[src/rtl/scm65.sv]
// scm65: DEPTH x DATA_WIDTH register-file memory, one write port and one
// registered read port (latency 1), read-before-write on address collision.
// Ports (positional order is fixed for existing instantiations):
//   clk   - rising-edge clock
//   DIN   - write data
//   DOUT  - registered read data
//   RADDR - read address; out-of-range reads return zero
//   RE    - read enable; DOUT holds when low
//   WADDR - write address; out-of-range writes are dropped
//   WE    - write enable
//   rst_n - asynchronous active-low reset, clears storage and DOUT
module scm65 #(
  parameter int unsigned ADDR_WIDTH = 7,
  parameter int unsigned DATA_WIDTH = 32,
  parameter int unsigned DEPTH      = 65
) (
  input  logic                  clk,
  input  logic [DATA_WIDTH-1:0] DIN,
  output logic [DATA_WIDTH-1:0] DOUT,
  input  logic [ADDR_WIDTH-1:0] RADDR,
  input  logic                  RE,
  input  logic [ADDR_WIDTH-1:0] WADDR,
  input  logic                  WE,
  input  logic                  rst_n
);

  localparam int unsigned CMP_W = 32;

  logic [DATA_WIDTH-1:0] mem [DEPTH];
  logic                  wr_ok;
  logic                  rd_ok;

  // Address range qualification, widened so the compare is width-matched.
  assign wr_ok = (CMP_W'(WADDR) < DEPTH);
  assign rd_ok = (CMP_W'(RADDR) < DEPTH);

  // Storage: the read below samples the pre-edge word, giving read-before-write.
  always_ff @(posedge clk or negedge rst_n) begin
    if (!rst_n) begin
      for (int i = 0; i < int'(DEPTH); i++) begin
        mem[i] <= '0;
      end
    end else if (WE && wr_ok) begin
      mem[WADDR] <= DIN;
    end
  end

  // Registered read port; out-of-range reads load zero.
  always_ff @(posedge clk or negedge rst_n) begin
    if (!rst_n) begin
      DOUT <= '0;
    end else if (RE) begin
      DOUT <= rd_ok ? mem[RADDR] : '0;
    end
  end

endmodule

[config.mk]
export PLATFORM = sky130hd
export DESIGN_NAME = scm65
export DESIGN_NICKNAME = d
export VERILOG_FILES = /design/src/rtl/scm65.sv
export SDC_FILE = /design/constraint.sdc
export NUM_CORES = 2
export LEC_CHECK = 0
export ABC_AREA = 1
export CORE_ASPECT_RATIO = 2
export CORE_MARGIN = 1
export CORE_UTILIZATION = 40
export CTS_CLUSTER_DIAMETER = 30
export DETAILED_ROUTE_END_ITERATION = 12
export DONT_BUFFER_PORTS = 1
export PLACE_DENSITY_LB_ADDON = 0.1
export SETUP_SLACK_MARGIN = 0.1
export SLEW_MARGIN = 0
export SYNTH_ARGS = -nofsm -noshare
export SYNTH_HDL_FRONTEND = slang
export SYNTH_SLANG_ARGS = --single-unit
[constraint.sdc]
create_clock -name clk -period 1.55 [get_ports clk]
set_input_delay 0.155 -clock clk [delete_from_list [all_inputs] [get_ports clk]]
set_output_delay 0.155 -clock clk [all_outputs]
set_load 0.05 [all_outputs]
==> flow_summary.ini <==
[status]
status = complete, but fails checks
violations = negative hold slack, negative setup slack

[timing]
worst_slew_margin_rel = 0.353
setup_viol = 63
rsz_0062_raised_after_global_routing = yes
fin_hold_ws_ps = -755
final_min_period_over_clock_period = 1.13
final.setup_skew_ps = 63.1
worst-slew-pin-transition_ps = 970
setup_total_negative_slack_ps = -6690
worst_slack_ps = -206
period_minus_slack_ps = 1760
report.final.slew_viol_count = 0
hold_violations = 571
fmax_ghz = 0.569

[critical_path]
critical_path_buf_inv_count = 1
worstPathArrival_ps = 1600
critical_path_peak_fanout = 2
critPathSlowestCell = dfrtp_2
worst_path_largest_cell_delay_ps = 530
cp-start-kind = flop
critPathRequiredTime_ps = 1390
timing.setup.critical_path_class = reg2out
critPathCaptureType = output port
critical_path.top_delay_family = flip-flops
crit_path_cell_trace = buf_8

[final_layout]
drive_gt1_frac = 0.154
number_of_nets_in_the_layout = 12500
areaGrowthSynthToFinish_pct = 25.2

[placement]
hpwlAfterDp_um = 217000
gp_routability_congestion = 0.875
io_buffers = 0

[clocking]
worstSkewPairLatency_ps = 900
num_cts_buffers = 342
htree_num_levels = 5
ctsLongestPathBuffers = 4
cts_tree = done
cts.sinks = 2112
worst_setup_hold_path_clk_slew_ps = 50
clk_root_buffer_cell = clkbuf_16

[logic_synthesis]
post_synth_mux_area_share = 0
post_synth_instance_area_um2 = 96100
synth_top_family_by_area = simple AND/OR/NAND/NOR gates
postSynthCellCount = 12300
synth-compound-area-share = 0.124
postSynthRegisterBits = 2112
synth_adder_area_share = 0
synthXorXnorAreaFrac = 0
postSynthNetCount = 12300
synth_flop_cell = dfrtp_1
synth_simple_gate_area_share = 0.274
synth.avg_cell_area_um2 = 7.83
synth-edff-count = 0
sequential_area_share_after_synthesis = 0.550
synth.lib_cells_used.distinct = 26
async_flop_share = 1.00
yosys_warnings = 0

[pwr]
static-leakage-power_nw = 56.7
totalPowerFinal_mw = 152
peakVddDrop_uv = 1120
power.density_cell_area_nw_per_um2 = 1260

[routing]
routed_wire_length_per_instance_um = 23.9
postRouteAntennaNets = 0
via_count = 86600
drc = 0
routed_wirelength_um = 379000
1st_iter_drt_viols = 8111
vias_per_cell = 5.45
dr.pass1.iters = 7

[floorplanning]
io_pins = 82
core_area_um2 = 239000
floorplan_die_area_um2 = 242000
die_w_um = 349
die_h_um = 695
start_util = 0.402
placement_rows = 254

[global_route]
first_pass_grt_wire_length_um = 558000
global_route.overflow_total = 0
largest_net_degree_at_the_start_of_global_routing = 1070
grt_util_all_layers = 0.307
grt_antenna_before_repair = 8
grt_pass1_vias = 84800

[worst_hold_path]
hold_path.class = in2async

[flow_run]
max-cap-violations = 0
[flip-flops by register name (all words and copies together) (netlist names)]
name  flops
DOUT     32
mem    2080
[Yosys cell counts, types with 3 or more instances]
cell,n,area (um^2)
nand2_1,4967,18600
dfrtp_1,2112,52900
o21ai_0,1299,6500
nand3_1,1109,5550
clkbuf_1,894,3360
o21ai_1,863,4320
nor2_1,301,1130
inv_1,255,957
a21oi_1,160,801
buf_2,99,495
buf_1,54,203
nand2_2,39,244
or2_2,30,188
o211ai_1,28,210
nand2_4,24,270
a21boi_0,14,105
nor3_2,7,70.1
nand3b_1,6,45.0
nor3_4,4,65.1
nor4_4,4,85.1
inv_2,3,11.3
[final timing paths]
check | slack [ps] | depth (start not counted) | startpoint | end
max | -210 | 1 | DOUT[6] | DOUT[6]
min | -750 | 2 | rst_n | DOUT[16]
max reg2reg | -120 | 12 | mem[1322] | DOUT[10]
min reg2reg | 480 | 2 | mem[543] | mem[543]
max in group asynchronous | 390 | 6 | rst_n | mem[1889]
min in group clk | -400 | 5 | RADDR[4] | DOUT[30]
[layout by cell type (no fill, tap or decap), types with 193 or more instances in the layout]
master     count
o21ai_1      886
buf_4        445
nand2_1     4802
nand3_1      929
inv_1        193
clkbuf_16    367
o21ai_0     1275
buf_12       230
dfrtp_1     2092
nor2_1       293
[per-stage QoR]
| stage | cell area [um^2] | util | std cells | hold slack [ps] | worst slack, ps |
|---|---|---|---|---|---|
| 6_report | 120000 | 0.504 | 15900 | -755 | -206 |
| 5_1_grt | 120000 | 0.504 | 15900 | -747 | -226 |
| 4_1_cts | 119000 | 0.497 | 15800 | -799 | -234 |
| 3_5_place_dp | 105000 | 0.437 | 15100 | -121 | -1530 |
| 3_3_place_gp | 105000 | 0.437 | 15100 | -121 | -1500 |
| 2_1_floorplan | 96800 | - | 12300 | -141 | -428 |
[power by group]
group	switching, mW	internal (mW)	total, mW	leakage (nW)
combinational	8.87	4.70	13.6	21.9
sequential	1.59	58.0	59.6	29.1
clock	29.5	49.5	78.9	5.70
[cell type report]
| class | count | area [um^2] |
|---|---|---|
| sequential | 2112 | 52900 |
| antenna | 5 | 12.5 |
| clock inverter | 207 | 2480 |
| tap | 3200 | 4000 |
| clock buffer | 411 | 9290 |
| multi-input combinational | 8858 | 40300 |
| fill | 23200 | 119000 |
| timing repair buffer | 826 | 10300 |
| inverter | 260 | 1040 |
[cells by family (layout without fill, tap and decap cells)]
kind of cell	after synthesis	in the layout
and+or+nand+nor	6493	6493
other	0	5
AOI/OAI and AO/OA	2365	2365
buffers and inverters	1307	1704
DFF	2112	2112
[layer usage]
layer  global-route usage  vias up  wire length [um]
met2                0.523     3090            187000
met3               0.0374      768             21900
met5                    0        -                17
li1                     -    39900                 -
met4                0.172        2             22600
met1                0.377    42800            148000
[what timing repair did]
| action | CTS | global route |
|---|---|---|
| pin swaps | 180 | 169 |
| hold endpoints to repair | 2767 | 571 |
| gates resized for setup | 453 | 185 |
| gates cloned | 6 | 19 |
| hold buffers | 49 | 1 |
| endpoints found under the setup margin | 825 | 1451 |
| setup buffers | 18 | 27 |
(Power assumes the default switching activity.)
